==> src/rtl/alu_pkg.sv <==
// Shared opcodes, widths and payload types for the ALU command sequencer.
package alu_pkg;

    localparam int unsigned DATA_W = 4;
    localparam int unsigned FLAG_W = 1;
    localparam int unsigned OP_W   = 3;

    typedef enum logic [OP_W-1:0] {
        OP_ADD = 3'b000,
        OP_SUB = 3'b001,
        OP_INC = 3'b010,
        OP_DEC = 3'b011,
        OP_AND = 3'b100,
        OP_OR  = 3'b101,
        OP_XOR = 3'b110,
        OP_NOT = 3'b111
    } alu_op_e;

    typedef struct packed {
        alu_op_e             op;
        logic                use_acc;
        logic [DATA_W-1:0]   a;
        logic [DATA_W-1:0]   b;
    } alu_cmd_t;

    typedef enum logic [1:0] {
        ST_IDLE  = 2'd0,
        ST_BUSY  = 2'd1,
        ST_STALL = 2'd2
    } seq_state_e;

endpackage

==> src/rtl/alu_core.sv <==
// Combinational 4-bit ALU: arithmetic ops report carry/borrow in c, logic ops clear it.
module alu_core
    import alu_pkg::*;
(
    input  alu_op_e           op,
    input  logic [DATA_W-1:0] a,
    input  logic [DATA_W-1:0] b,
    output logic [DATA_W-1:0] y,
    output logic [FLAG_W-1:0] c
);

    logic [DATA_W:0] wide;

    // One extra bit holds carry out (add) or borrow (subtract wraps to bit DATA_W).
    always_comb begin
        wide = '0;
        case (op)
            OP_ADD:  wide = {1'b0, a} + {1'b0, b};
            OP_SUB:  wide = {1'b0, a} - {1'b0, b};
            OP_INC:  wide = {1'b0, a} + (DATA_W+1)'(1);
            OP_DEC:  wide = {1'b0, a} - (DATA_W+1)'(1);
            OP_AND:  wide = {1'b0, a & b};
            OP_OR:   wide = {1'b0, a | b};
            OP_XOR:  wide = {1'b0, a ^ b};
            OP_NOT:  wide = {1'b0, ~a};
            default: wide = '0;
        endcase
    end

    assign y = wide[DATA_W-1:0];
    assign c = FLAG_W'(wide[DATA_W]);

endmodule

==> src/rtl/alu_cmd_seq.sv <==
// Command FIFO feeding the ALU, with an accumulator and a registered response slot.
module alu_cmd_seq
    import alu_pkg::*;
#(
    parameter int unsigned DEPTH = 4
) (
    input  logic              clk,
    input  logic              rst_n,
    input  logic              clr,
    input  logic              cmd_valid,
    output logic              cmd_ready,
    input  logic [OP_W-1:0]   cmd_op,
    input  logic [DATA_W-1:0] cmd_a,
    input  logic [DATA_W-1:0] cmd_b,
    input  logic              cmd_use_acc,
    output logic              rsp_valid,
    input  logic              rsp_ready,
    output logic [DATA_W-1:0] rsp_y,
    output logic [FLAG_W-1:0] rsp_c,
    output logic              rsp_z
);

    localparam int unsigned PTR_W = $clog2(DEPTH);
    localparam int unsigned CNT_W = PTR_W + 1;

    alu_cmd_t          mem_q [DEPTH];
    alu_cmd_t          mem_d [DEPTH];
    logic [PTR_W-1:0]  wr_ptr_q, wr_ptr_d;
    logic [PTR_W-1:0]  rd_ptr_q, rd_ptr_d;
    logic [CNT_W-1:0]  count_q, count_d;
    logic              cmd_ready_q, cmd_ready_d;
    logic              rsp_valid_q, rsp_valid_d;
    logic [DATA_W-1:0] rsp_y_q, rsp_y_d;
    logic [FLAG_W-1:0] rsp_c_q, rsp_c_d;
    logic              rsp_z_q, rsp_z_d;
    logic [DATA_W-1:0] acc_q, acc_d;
    seq_state_e        state_q, state_d;

    alu_cmd_t          head;
    logic [DATA_W-1:0] op_a;
    logic [DATA_W-1:0] alu_y;
    logic [FLAG_W-1:0] alu_c;
    logic              push;
    logic              exec;

    // Head operand selection: accumulator already holds the previous execute's result.
    assign head = mem_q[rd_ptr_q];
    assign op_a = head.use_acc ? acc_q : head.a;
    assign push = cmd_valid && cmd_ready_q;
    assign exec = (count_q != '0) && (!rsp_valid_q || rsp_ready);

    alu_core u_alu_core (
        .op (head.op),
        .a  (op_a),
        .b  (head.b),
        .y  (alu_y),
        .c  (alu_c)
    );

    // Next-state logic for FIFO, response slot, accumulator and sequencer state.
    always_comb begin
        mem_d       = mem_q;
        wr_ptr_d    = wr_ptr_q;
        rd_ptr_d    = rd_ptr_q;
        count_d     = count_q;
        rsp_valid_d = rsp_valid_q;
        rsp_y_d     = rsp_y_q;
        rsp_c_d     = rsp_c_q;
        rsp_z_d     = rsp_z_q;
        acc_d       = acc_q;
        state_d     = state_q;

        if (push) begin
            mem_d[wr_ptr_q] = '{op: alu_op_e'(cmd_op), use_acc: cmd_use_acc, a: cmd_a, b: cmd_b};
            wr_ptr_d        = wr_ptr_q + PTR_W'(1);
        end

        if (exec) begin
            rd_ptr_d    = rd_ptr_q + PTR_W'(1);
            rsp_valid_d = 1'b1;
            rsp_y_d     = alu_y;
            rsp_c_d     = alu_c;
            rsp_z_d     = (alu_y == '0);
            acc_d       = alu_y;
        end else if (rsp_valid_q && rsp_ready) begin
            rsp_valid_d = 1'b0;
        end

        if (push && !exec) begin
            count_d = count_q + CNT_W'(1);
        end else if (!push && exec) begin
            count_d = count_q - CNT_W'(1);
        end

        case (state_q)
            ST_IDLE: state_d = push ? ST_BUSY : ST_IDLE;
            default: begin
                if ((count_d == '0) && !rsp_valid_d) begin
                    state_d = ST_IDLE;
                end else if (rsp_valid_d && !exec && (count_d != '0)) begin
                    state_d = ST_STALL;
                end else begin
                    state_d = ST_BUSY;
                end
            end
        endcase

        if (clr) begin
            wr_ptr_d    = '0;
            rd_ptr_d    = '0;
            count_d     = '0;
            rsp_valid_d = 1'b0;
            rsp_y_d     = '0;
            rsp_c_d     = '0;
            rsp_z_d     = 1'b1;
            acc_d       = '0;
            state_d     = ST_IDLE;
        end

        cmd_ready_d = (count_d < CNT_W'(DEPTH));
    end

    // State registers with asynchronous flush on reset.
    always_ff @(posedge clk or negedge rst_n) begin
        if (!rst_n) begin
            for (int unsigned i = 0; i < DEPTH; i++) begin
                mem_q[i] <= '0;
            end
            wr_ptr_q    <= '0;
            rd_ptr_q    <= '0;
            count_q     <= '0;
            cmd_ready_q <= 1'b1;
            rsp_valid_q <= 1'b0;
            rsp_y_q     <= '0;
            rsp_c_q     <= '0;
            rsp_z_q     <= 1'b1;
            acc_q       <= '0;
            state_q     <= ST_IDLE;
        end else begin
            mem_q       <= mem_d;
            wr_ptr_q    <= wr_ptr_d;
            rd_ptr_q    <= rd_ptr_d;
            count_q     <= count_d;
            cmd_ready_q <= cmd_ready_d;
            rsp_valid_q <= rsp_valid_d;
            rsp_y_q     <= rsp_y_d;
            rsp_c_q     <= rsp_c_d;
            rsp_z_q     <= rsp_z_d;
            acc_q       <= acc_d;
            state_q     <= state_d;
        end
    end

    assign cmd_ready = cmd_ready_q;
    assign rsp_valid = rsp_valid_q;
    assign rsp_y     = rsp_y_q;
    assign rsp_c     = rsp_c_q;
    assign rsp_z     = rsp_z_q;

endmodule

==> config.mk <==
export PLATFORM = sky130hd
export DESIGN_NAME = alu_cmd_seq
export DESIGN_NICKNAME = d
export VERILOG_FILES = /design/src/rtl/alu_pkg.sv /design/src/rtl/alu_core.sv /design/src/rtl/alu_cmd_seq.sv
export SDC_FILE = /design/constraint.sdc
export NUM_CORES = 1
export LEC_CHECK = 0
export CAP_MARGIN = 20
export CORE_MARGIN = 1
export CORE_UTILIZATION = 45
export DETAILED_ROUTE_END_ITERATION = 8
export SYNTH_ARGS = -nofsm -noshare
export SYNTH_HDL_FRONTEND = slang
export SYNTH_SLANG_ARGS = --single-unit
==> constraint.sdc <==
create_clock -name clk -period 6.9 [get_ports clk]
set_input_delay 1.725 -clock clk [delete_from_list [all_inputs] [get_ports clk]]
set_output_delay 1.725 -clock clk [all_outputs]
set_load 0.01 [all_outputs]
# Word-level counts from Yosys, hierarchy flattened
# Index checks and enable logic that the tools add are counted.
word_totals:
  register_bits: 63
  latch_bits: 0
  ramBits: 0
  rom_bits: 0
  input_bits: 17
  output_inout_bits: 8
  word_cells: 89
  mem_count: 0
op_classes:
  add_sub_neg: 8
  multipliers: 0
  n_div: 0
  n_lt_le_gt_ge: 4
  eq_ne: 7
  shifts: 0
  muxes: 24
  bitwise_logic: 6
  n_reduce_logical: 16
ops:
  columns: ["operator", "count"]
  rows:
  - ["$bwmux 48", 1]
  - ["$pmux 5 s8", 1]
  - ["$mux 12", 3]
  - ["$bmux 12 s2", 1]
  - ["$demux 12 s2", 1]
  - ["$eq 3x3->1 const B", 4]
  - ["$mux 4", 3]
  - ["$mux 3", 3]
  - ["$mux 2", 4]
  - ["$mux 1", 7]
  - ["$eq 3x2->1 const B", 2]
  - ["$ge 3x3->1 const B", 2]
  - ["$logic_and 1x1->1", 6]
  - ["$not 2->3", 2]
  - ["$reduce_bool 3->1", 2]
  - ["$add 4x1->5 const B", 1]
  - ["$add 4x4->5", 1]
  - ["$sub 4x1->5 const B", 1]
  - ["$sub 4x4->5", 1]
  - ["$add 2x1->2 const B", 2]
  - ["$and 4x4->4", 1]
  - ["$logic_not 4->1", 1]
  - ["$not 4->4", 1]
  - ["$or 4x4->4", 1]
  - ["10 further kinds", 13]

# Depth between registers and ports, before layout
# Gate-level depths: netlist (run 1).
depth:
  depth_word: 10
  depth_mapped: 14
  ltp_nobuf: 12

# Cells and area by module
# A second synthesis (run 1) with hierarchy kept.
unflattened:
  hier_cells: 276
  area_unflattened_um2: 3503.4
by_module_without_submodules:
  columns: ["module", "instances", "cells_each", "area_per_inst_um2", "seq_area_each_um2"]
  rows:
  - ["alu_cmd_seq", 1, 197, 2939.1, 1579.0]
  - ["alu_core", 1, 79, 564.3, 0.0]

# Least setup slack after synthesis (run 1)
# Ideal clock, no wire load.
synth_timing:
  kind: "in2reg"
  start: "in cmd_valid"
  end: "reg mem_q[10] (netlist bit)"
  setup_time_ns: 0.125
  arrival_ns: 2.883
  required_time_ns: 6.775
  setup_slack_ns: 3.893
  cell_stages: 5
  n_path_buf: 2
  path_cell_list: "and2_1 clkbuf_1 nand2_1 clkbuf_1 mux2_2"
synth_between:
  elab_chain_len: 1
synth_lines:
  columns: ["item", "line", "rtl"]
  rows:
  - ["start, declared", "alu_cmd_seq.sv:10", "input logic cmd_valid,"]
  - ["$logic_and 1x1->1", "alu_cmd_seq.sv:49", "assign push = cmd_valid && cmd_ready_q;"]
  - ["end signal, assigned", "alu_cmd_seq.sv:140", "mem_q <= mem_d;"]
  - ["end, declared", "alu_cmd_seq.sv:26", "alu_cmd_t mem_q [DEPTH];"]
# No other way between the ends.
# A chain may end at the register's enable or synchronous reset.

# Worst setup path in the final report (run 1)
layout_timing:
  start: "reg rd_ptr_q[0]"
  end: "reg rsp_z_q, in the netlist rsp_z"
layout_between:
  elab_chain_len: 10
  elab_cells_between_ends: 25
  classes_between: "4 x add/sub; 7 x eq/ne; 7 x mux; 5 x bitwise; 2 x reduce/logical"
layout_lines:
  columns: ["item", "line", "rtl"]
  rows:
  - ["start, declared", "alu_cmd_seq.sv:29", "logic [PTR_W-1:0] rd_ptr_q, rd_ptr_d;"]
  - ["start signal, assigned", "alu_cmd_seq.sv:142", "rd_ptr_q <= rd_ptr_d;"]
  - ["$not 2->3 (not written as such) *", "alu_cmd_seq.sv:47", "assign head = mem_q[rd_ptr_q];"]
  - ["$bmux 12 s2 *", "alu_cmd_seq.sv:47", null]
  - ["$mux 12 (not written as such) * (2 in series)", "alu_cmd_seq.sv:47", null]
  - ["$mux 4", "alu_cmd_seq.sv:48", "assign op_a = head.use_acc ? acc_q : head.a;"]
  - ["$sub 4x1->5, or another cell as far along", "alu_core.sv:21", "OP_DEC: wide = {1'b0, a} - (DATA_W+1)'(1);"]
  - ["$pmux 5 s8 *", "alu_core.sv:17", "case (op)"]
  - ["$logic_not 4->1 *", "alu_cmd_seq.sv:83", "rsp_z_d = (alu_y == '0);"]
  - ["$mux 1 *", "alu_cmd_seq.sv:78", "if (exec) begin"]
  - ["$mux 1 *", "alu_cmd_seq.sv:108", "if (clr) begin"]
  - ["end signal, assigned", "alu_cmd_seq.sv:148", "rsp_z_q <= rsp_z_d;"]
  - ["end, declared", "alu_cmd_seq.sv:35", "logic rsp_z_q, rsp_z_d;"]
# Every way passes the cells marked *; elsewhere a longest branch is shown, timed or not. The select of a mux whose other input is x is not followed.

==> results.md, run 1 <==
- VDD IR max: 0.202 mV
- Largest net degree at the start of global routing: 64
- Crit path arrival time: 3.91 ns
- Async SR Flop Fraction: 100%
- Post-CTS Setup Bufs: 0
- Placed instance area: 0.00377 mm2
- Slew @ Worst Pin: 0.961 ns
- Final std cells w/o fill: 408
- Layout cell share with drive strength beyond 1: between 20% and 30%
- Vias in the first global route: 2145
- Unrepaired setup endpoints after global routing: false
- Max-cap violations: 0
- CTS tree: built
- Total Power: 2.30 mW
- Sink Count: 63
- Initial antenna violation count: 0
- Clk_skew: 0.0113 ns
- Die H: 89.9 um
- #FFs+latches synth: 63
- Met1 layer usage reported by global route: 26.9%
- Slew Limit Headroom: around 36%
- M3 GR Usage: under 10%
- Syn avg cell area: 12.4 um2
- Insertion delay to the later sink of the worst-skew pair: 0.35 ns
- Reg clk slew, reported paths: 0.07 ns
- Maximum clock frequency: 275 MHz
- Number of fill cells in the layout: 634
- Pwr/cell area: about 580 mW/mm2
- Initial Util: 47.1%
- TritonRoute pass-1 iters: 4
- Core area: 0.00737 mm2
- Inst Count DP: 392
- WHS: 0.502 ns
- Min Tclk post-route: about 3.6 ns
- Hpwl dp: roughly 4.6 mm
- Ys flop type: dfrtp_1
- Gr usage total: 18.9%
- Gp weighted congestion: approximately 0.79
- Hold Crit Class: reg2reg
- CP Class: reg2reg
- Die width: 89.9 um
- Critical path peak fanout: 15
- Die area: 0.00807 mm2
- Post-route setup slack: 3.27 ns
- H-tree lvl count: 3
- Cts bufs inserted: 9
- Final setup violating endpoints: 0
- Nets: 342
- Synthesized Nets: 319
- DRT iter0 DRCs: around 100
- Cells after Synth: 281
- CTS Buffer Depth: 2
- Required time worst endpoint: between 7 and 8 ns
- Met2 GRT Util: 27.9%
- Post-cts resize count: 0
- Drt via density: 5.34
- Pre-CTS setup slack: roughly 3.3 ns
- Distinct cells, synth: 42
- WL/cell: 16.8 um
- LEAKAGE: 1.76 nW
- Slew Viols, Final: 0
- IO Port Bufs: 24
- Post-route cell area: 0.00400 mm2
- Area delta synth->final: 15.1%
- Status: complete, no violations
- Root buffer cell: clkbuf_8
- First-pass GRT wire length: 11.8 mm
- Antenna Cells: 0
- Post-synth EDFFs: 0
- Gr ovfl total: 0
- Post-route core utilization: roughly 54%
- CP startpoint kind: flop
- Hold Violations, Final: 0
- Row count: 31
- DRT antenna net count: 0
- Synth Cell Area: 0.00347 mm2
- DRC: 0
- Fin crit share: 52.6%
- Register area share after synthesis: 45.5%
- Yosys warnings: 0
- CTS Hold Bufs: 0
- Total number of vias: between 2000 and 2500
- Worst setup EP type: flop
- Routed wire length: 6.85 mm
- GRT busiest layer: met2
- Setup TNS: 0 ns
- I/O Pins: 25
-- Yosys cell counts, types with 4 or more instances --
| cell type | number | area [um2] |
|---|---|---|
| a21oi_1 | 13 | 65.1 |
| clkbuf_1 | 8 | 30.0 |
| dfrtp_1 | 61 | 1530 |
| ha_1 | 20 | 250 |
| inv_1 | 16 | 60.1 |
| mux2_2 | 49 | 552 |
| mux2i_1 | 7 | 70.1 |
| mux4_2 | 12 | 270 |
| nand2_1 | 24 | 90.1 |
| nand2b_1 | 5 | 31.3 |
| nor2_1 | 14 | 52.6 |
| nor2b_1 | 4 | 25.0 |
| xnor2_1 | 6 | 52.6 |
-- layer usage --
metal,vias up,wire [um]
met5,-,0
met4,0,129
met3,11,193
met2,37,3070
met1,1097,3460
li1,1035,-
-- logic make-up (layout without fill, tap and decap cells) --
family                     count (synthesis)  count (layout)  synth area share (%)
buffers and inverters                     29              57                  3.64
muxes                                     71              71                  27.1
adders and majority gates                 21              21                  7.78
and+or+nand+nor                           57              57                  7.49
AOI/OAI and AO/OA                         31              31                  6.23
DFF                                       63              63                  45.5
xor gates and xnor gates                   9               9                  2.27
-- report_power, final --
group	leakage [nW]	internal (mW)	switching (mW)
clock network	0.114	0.223	0.145
registers	0.783	0.535	0.118
logic	0.858	0.636	0.645
-- worst max-delay path: stages, from the launching register on --
cell and delay (ns):
dfrtp_1 0.98, mux4_2 0.66, inv_1 0.16, ha_1 0.25
o22a_1 0.26, inv_1 0.07, ha_1 0.21, nor2b_1 0.12
o21ai_0 0.18, nor3b_1 0.22, o21ai_1 0.11, a31oi_1 0.19
a31o_1 0.16
-- cell type report --
class                      instances  area [um2]  share of cell area, %
clock buffer                      13         159                   3.97
clock inverter                     3        65.1                   1.63
inverter                          16        60.1                   1.50
multi-input combinational        189        1770                   44.2
sequential                        63        1580                   39.5
tap                               99         124                   3.10
timing repair buffer              25         243                   6.07
-- path summary, 6_finish.rpt --
path,start,end,slack (ns),cells past startpoint
worst max-delay path,rd_ptr_q[0]$_DFFE_PN0P_,rsp_z$_DFFE_PN1P_,3.27,12
worst min-delay path,mem_q[18]$_DFFE_PN0P_,mem_q[18]$_DFFE_PN0P_,0.50,1
worst max register to register,rd_ptr_q[0]$_DFFE_PN0P_,rsp_z$_DFFE_PN1P_,3.27,12
worst min register to register,mem_q[18]$_DFFE_PN0P_,mem_q[18]$_DFFE_PN0P_,0.50,1
max in group asynchronous,rst_n,rd_ptr_q[0]$_DFFE_PN0P_,4.82,2
min in group asynchronous,rst_n,mem_q[12]$_DFFE_PN0P_,1.54,2
-- layout by cell type (no fill, tap or decap), types with 3 or more instances in the layout --
cell / Yosys / final
xnor2_1: 6 / 6
nand2_1: 24 / 24
mux2i_1: 7 / 7
a21oi_1: 13 / 13
ha_1: 20 / 20
mux4_2: 12 / 12
dfrtp_1: 61 / 61
nor2b_1: 4 / 4
nor2_1: 14 / 14
clkdlybuf4s50_1: 0 / 23
mux2_2: 49 / 49
inv_1: 16 / 16
nand2b_1: 5 / 5
xor2_1: 3 / 3
clkbuf_8: 0 / 11
a221oi_2: 3 / 3
-- state kept, by name, indices dropped and copies added (netlist names) --
| register | count |
|---|---|
| rd_ptr_q | 2 |
| mem_q | 48 |
| count_q | 3 |
| rsp_z | 1 |
| rsp_c | 1 |
| rsp_valid | 1 |
| wr_ptr_q | 2 |
| acc_q | 4 |
| cmd_ready | 1 |
No activity file was read; power rests on OpenSTA's default activity.
==> run 2, diff against run 1 <==
Clock period 6.9 ns to 3.6 ns, I/O delays scaled along.
==> results.md, run 2 (synthesis gave the netlist of run 1 again) <==
- Total number of vias: 2215 (was 2180)
- Insertion delay to the later sink of the worst-skew pair: 0.34 ns (was 0.35 ns)
- CP Class: reg2reg (unchanged)
- Cts bufs inserted: 9 (unchanged)
- Post-route setup slack: 0.317 ns (was 3.27 ns)
- Gp weighted congestion: 0.849 (was 0.785)
- Critical path peak fanout: 7 (was 15)
- VDD IR max: 0.399 mV (was 0.202 mV)
- Final std cells w/o fill: 413 (was 408)
- Gr ovfl total: 0 (unchanged)
- Hold Crit Class: in2async (was reg2reg)
- Hold Violations, Final: 0 (unchanged)
- Clk_skew: 0.00970 ns (was 0.0113 ns)
- Pre-CTS setup slack: 0.377 ns (was 3.25 ns)
- Row count: 31 (unchanged)
- Routed wire length: 6.86 mm (was 6.85 mm)
- First-pass GRT wire length: 11.6 mm (was 11.8 mm)
- Slew @ Worst Pin: 0.688 ns (was 0.961 ns)
- Internal power: 2.66 mW (was 1.39 mW)
- Drt via density: 5.36 (was 5.34)
- Reg-to-reg slack, setup: 0.32 ns (was 3.27 ns)
- Comb pwr share: 57.0% (was 55.7%)
- Largest net degree at the start of global routing: 44 (was 64)
- Final setup violating endpoints: 0 (unchanged)
- Layout cell share with drive strength beyond 1: 29.3% (was 27.5%)
- Max-cap violations: 0 (unchanged)
- Nets: 348 (was 342)
- Switch share: 39.9% (was 39.5%)
- Fin crit share: 91.2% (was 52.6%)
- TritonRoute pass-1 iters: 4 (unchanged)
- H-tree lvl count: 3 (unchanged)
- Initial Util: 47.1% (unchanged)
- Post-cts resize count: 0 (unchanged)
- Clk pwr share: 15.2% (was 16.0%)
- Hpwl dp: 4.81 mm (was 4.57 mm)
- Post-CTS Setup Bufs: 0 (unchanged)
- Reg2reg end: rsp_z$_DFFE_PN1P_ (unchanged)
- Status: complete, no violations (unchanged)
- Psw: 1.76 mW (was 0.908 mW)
- Die area: 0.00807 mm2 (unchanged)
- Commonest non-fill, non-tap cell in the layout: dfrtp_1 (unchanged)
- WL/cell: 16.6 um (was 16.8 um)
- Required time worst endpoint: 3.89 ns (was 7.18 ns)
- Slew Limit Headroom: 54.0% (was 35.9%)
- IO Port Bufs: 24 (unchanged)
- Die width: 89.9 um (unchanged)
- Core area: 0.00737 mm2 (unchanged)
- Reg2Reg Depth: 11 (was 12)
- Root buffer cell: clkbuf_8 (unchanged)
- Unrepaired setup endpoints after global routing: false (unchanged)
- Gr usage total: 18.8% (was 18.9%)
- Flop pwr share: 27.8% (was 28.4%)
- Sink Count: 63 (unchanged)
- Die H: 89.9 um (unchanged)
- Inst Count DP: 397 (was 392)
- CTS tree: built (unchanged)
- Biggest regs: mem_q x48, acc_q x4, count_q x3 (unchanged)
- Initial antenna violation count: 0 (unchanged)
- DRT antenna net count: 0 (unchanged)
- CTS Hold Bufs: 0 (unchanged)
- Setup TNS: 0 ns (unchanged)
- LEAKAGE: 1.78 nW (was 1.76 nW)
- DRC: 0 (unchanged)
- WHS: 0.370 ns (was 0.502 ns)
- Maximum clock frequency: 305 MHz (was 275 MHz)
- Crit path arrival time: 3.57 ns (was 3.91 ns)
- Slew Viols, Final: 0 (unchanged)
- Vias in the first global route: 2207 (was 2145)
- I/O Pins: 25 (unchanged)
- CP startpoint kind: flop (unchanged)
- Area delta synth->final: 16.4% (was 15.1%)
- DRT iter0 DRCs: 113 (was 101)
- Top reg by flops: mem_q (unchanged)
- Min Tclk post-route: 3.28 ns (was 3.63 ns)
- Antenna Cells: 0 (unchanged)
- Reg clk slew, reported paths: 0.08 ns (was 0.07 ns)
- Worst r2r src: rd_ptr_q[0]$_DFFE_PN0P_ (unchanged)
- Worst setup EP type: flop (unchanged)
- Pwr/cell area: 1090 mW/mm2 (was 576 mW/mm2)
- Total Power: 4.42 mW (was 2.30 mW)
- Most frequent cells in the layout: 61 x dfrtp_1, 49 x mux2_2, 24 x nand2_1 (unchanged)
- CTS Buffer Depth: 2 (unchanged)
- Largest register FFs: 48 (unchanged)
==> run 2: cell count changes in the layout (fill, tap and decap cells not counted) <==
cell        previous run  this run
clkinv_2               1         2
clkbuf_8              11         9
buf_4                  1         6
clkbuf_1               2         0
clkinv_4               0         1
clkinvlp_4             0         1
buf_12                 0         1
==> run 2: cell type report <==
type	count	area [um2]
Fill cell	634	3330
Timing Repair Buffer	31	300
Clock buffer	9	124
Tap cell	99	124
Inverter	16	60.1
Multi-Input combinational cell	189	1770
Sequential cell	63	1580
Clock inverter	6	86.3
==> run 2: critical path, cell delays in order, from the launching register on <==
cell and delay [ns]:
dfrtp_1 0.57, buf_4 0.20, mux4_2 0.62, mux2i_2 0.36, inv_1 0.13, ha_1 0.30
nor2b_1 0.12, o21ai_0 0.21, nor3b_1 0.23, o21ai_1 0.11, a31oi_1 0.20, a31o_1 0.16
==> run 2: metrics by stage <==
step           instance area [um2]  utilization [%]
4_1_cts                       4020             54.6
2_1_floorplan                 3470                -
6_report                      4040             54.8
3_3_place_gp                  3810             51.7
3_5_place_dp                  3810             51.7
5_1_grt                       4040             54.8
==> run 2: metal layers <==
layer  wire length [um]  GRT usage [%]  up-vias
met1               3460           26.9     1115
met5                  0              0        -
met2               3060           27.6       39
met4                167           9.41        0
li1                   -              -     1049
met3                169           3.13       12
==> run 2: worst max path at each step <==
stage,start,to,slack [ns],depth (start not counted)
6_report,rd_ptr_q[0]$_DFFE_PN0P_,rsp_z$_DFFE_PN1P_,0.32,11
3_5_place_dp,rd_ptr_q[0]$_DFFE_PN0P_,rsp_z$_DFFE_PN1P_,0.38,11
3_3_place_gp,rd_ptr_q[0]$_DFFE_PN0P_,rsp_z$_DFFE_PN1P_,0.43,11
5_1_grt,rd_ptr_q[0]$_DFFE_PN0P_,rsp_z$_DFFE_PN1P_,0.10,13
4_1_cts,rd_ptr_q[0]$_DFFE_PN0P_,rsp_z$_DFFE_PN1P_,0.34,11
2_1_floorplan,rd_ptr_q[0]$_DFFE_PN0P_,rsp_z$_DFFE_PN1P_,0.73,14
==> run 2: power by group through the flow <==
stage               registers [mW]  logic, mW  clock network, mW
finish                        1.23       2.52              0.673
floorplan                     1.16       2.01                  0
detailed placement            1.24       2.49                  0
global placement              1.24       2.46                  0
global route                  1.27       2.81              0.721
CTS                           1.23       2.50              0.687
==> run 3, diff against run 2 <==
Settings changed: CAP_MARGIN 20 to unset, SETUP_SLACK_MARGIN set to 0.1.
==> results.md, run 3 (synthesis gave the netlist of run 1 again) <==
- Post-cts resize count: 0 (unchanged)
- Unrepaired setup endpoints after global routing: false (unchanged)
- Crit path arrival time: 3.57 ns (about the same)
- IO Port Bufs: 24 (unchanged)
- Top reg by flops: mem_q (unchanged)
- CTS tree: built (unchanged)
- CTS Hold Bufs: 0 (unchanged)
- Gr ovfl total: 0 (unchanged)
- Final setup violating endpoints: 0 (unchanged)
- Antenna Cells: 0 (unchanged)
- Met1 layer usage reported by global route: 26.9% (unchanged)
- Initial antenna violation count: 0 (unchanged)
- Worst r2r src: rd_ptr_q[0]$_DFFE_PN0P_ (unchanged)
- Reg2Reg Depth: 11 (unchanged)
- Slew Viols, Final: 0 (unchanged)
- Cts bufs inserted: 9 (unchanged)
- DRC: 0 (unchanged)
- Total Power: 4.42 mW (about the same)
- I/O Pins: 25 (unchanged)
- TritonRoute pass-1 iters: 4 (unchanged)
- Die area: 0.00807 mm2 (unchanged)
- Routed wire length: 6.86 mm (about the same)
- Core area: 0.00737 mm2 (unchanged)
- Initial Util: 47.1% (unchanged)
- H-tree lvl count: 3 (unchanged)
- Gp weighted congestion: 0.849 (unchanged)
- Hold Violations, Final: 0 (unchanged)
- Required time worst endpoint: 3.89 ns (about the same)
- Setup TNS: 0 ns (unchanged)
- Clk_skew: 0.00974 ns (was 0.00970 ns)
- GRT busiest layer: met2 (unchanged)
- Largest net degree at the start of global routing: 44 (unchanged)
- Hpwl dp: 4.81 mm (unchanged)
- M3 GR Usage: 3.13% (unchanged)
- Reg clk slew, reported paths: 0.08 ns (about the same)
- Nets: 347 (was 348)
- Post-CTS Setup Bufs: 0 (unchanged)
- CP startpoint kind: flop (unchanged)
- Status: complete, no violations (unchanged)
- Most frequent cells in the layout: 61 x dfrtp_1, 49 x mux2_2, 24 x nand2_1 (unchanged)
- Vias in the first global route: 2207 (unchanged)
- HP Start: mem_q[15]$_DFFE_PN0P_
- Hold Crit Class: reg2reg (was in2async)
- Maximum clock frequency: 305 MHz (about the same)
- Die H: 89.9 um (unchanged)
- Max-cap violations: 0 (unchanged)
- Worst setup EP type: flop (unchanged)
- Die width: 89.9 um (unchanged)
- VDD IR max: 0.399 mV (about the same)
- Drt via density: 5.35 (was 5.36)
- Number of fill cells in the layout: 636 (was 634)
- Insertion delay to the later sink of the worst-skew pair: 0.34 ns (about the same)
- DRT iter0 DRCs: 139 (was 113)
- Slew Limit Headroom: 35.3% (was 54.0%)
- Root buffer cell: clkbuf_8 (unchanged)
- Slew @ Worst Pin: 0.970 ns (was 0.688 ns)
- Reg-to-reg slack, setup: 0.32 ns (about the same)
- Met2 GRT Util: 27.6% (unchanged)
- Fin crit share: 91.1% (was 91.2%)
- Gr usage total: 18.8% (unchanged)
- CTS Buffer Depth: 2 (unchanged)
- DRT antenna net count: 0 (unchanged)
- Layout cell share with drive strength beyond 1: 29.1% (was 29.3%)
- Setup crit end: rsp_z$_DFFE_PN1P_ (unchanged)
- Min Tclk post-route: 3.28 ns (about the same)
- Area delta synth->final: 15.8% (was 16.4%)
- Biggest regs: mem_q x48, acc_q x4, count_q x3 (unchanged)
- Total number of vias: 2205 (was 2215)
- Critical path peak fanout: 7 (unchanged)
- First-pass GRT wire length: 11.6 mm (unchanged)
- Commonest non-fill, non-tap cell in the layout: dfrtp_1 (unchanged)
- Pwr/cell area: 1100 mW/mm2 (was 1090 mW/mm2)
- CP Class: reg2reg (unchanged)
- WL/cell: 16.7 um (was 16.6 um)
- Setup crit start: rd_ptr_q[0]$_DFFE_PN0P_ (unchanged)
- Sink Count: 63 (unchanged)
- Row count: 31 (unchanged)
- Largest register FFs: 48 (unchanged)
- LEAKAGE: 1.77 nW (was 1.78 nW)
- Reg2reg end: rsp_z$_DFFE_PN1P_ (unchanged)
run 3: through the flow:
step | instances | instance area [um2] | hold slack (ns) | worst slack, ns | utilization (%)
floorplan | 281 | 3470 | 0.474 | 0.727 | -
global placement | 397 | 3810 | 0.482 | 0.427 | 51.7
detailed placement | 397 | 3810 | 0.491 | 0.377 | 51.7
CTS | 412 | 4020 | 0.509 | 0.343 | 54.6
global route | 412 | 4020 | 0.526 | 0.104 | 54.6
finish | 412 | 4020 | 0.503 | 0.320 | 54.6
run 3: cell type report:
class                      instances  area [um2]  share of cell area [%]
tap                               99         124                    3.08
sequential                        63        1580                    39.3
inverter                          16        60.1                    1.49
clock inverter                     6        86.3                    2.15
clock buffer                       9         124                    3.08
timing repair buffer              30         280                    6.97
multi-input combinational        189        1770                    44.0
run 3: critical path, cell delays in order, from the launching register on:
cell and delay, ns:
dfrtp_1 0.57, buf_4 0.20, mux4_2 0.63, mux2i_2 0.36, inv_1 0.13, ha_1 0.30
nor2b_1 0.12, o21ai_0 0.21, nor3b_1 0.23, o21ai_1 0.11, a31oi_1 0.20, a31o_1 0.16
run 3: layer usage:
metal / share of wire, % / wire length [um] / vias to the layer above
met3: 2.4 / 167 / 12
met1: 50 / 3420 / 1107
met2: 45 / 3100 / 39
met5: 0 / 0 / -
met4: 2.5 / 173 / 0
li1: - / - / 1047
run 3: report_power, final:
part / switching (mW) / internal (mW)
registers: 0.201 / 1.03
logic: 1.27 / 1.24
clock network: 0.287 / 0.385
total: 1.76 / 2.65
run 3: worst min path at each step:
stage | slack (ns) | cells past startpoint | endpoint
2_1_floorplan | 0.47 | 1 | mem_q[12]$_DFFE_PN0P_
3_3_place_gp | 0.48 | 1 | mem_q[5]$_DFFE_PN0P_
3_5_place_dp | 0.49 | 1 | mem_q[15]$_DFFE_PN0P_
4_1_cts | 0.51 | 1 | mem_q[15]$_DFFE_PN0P_
5_1_grt | 0.53 | 1 | mem_q[38]$_DFFE_PN0P_
6_report | 0.50 | 1 | mem_q[15]$_DFFE_PN0P_
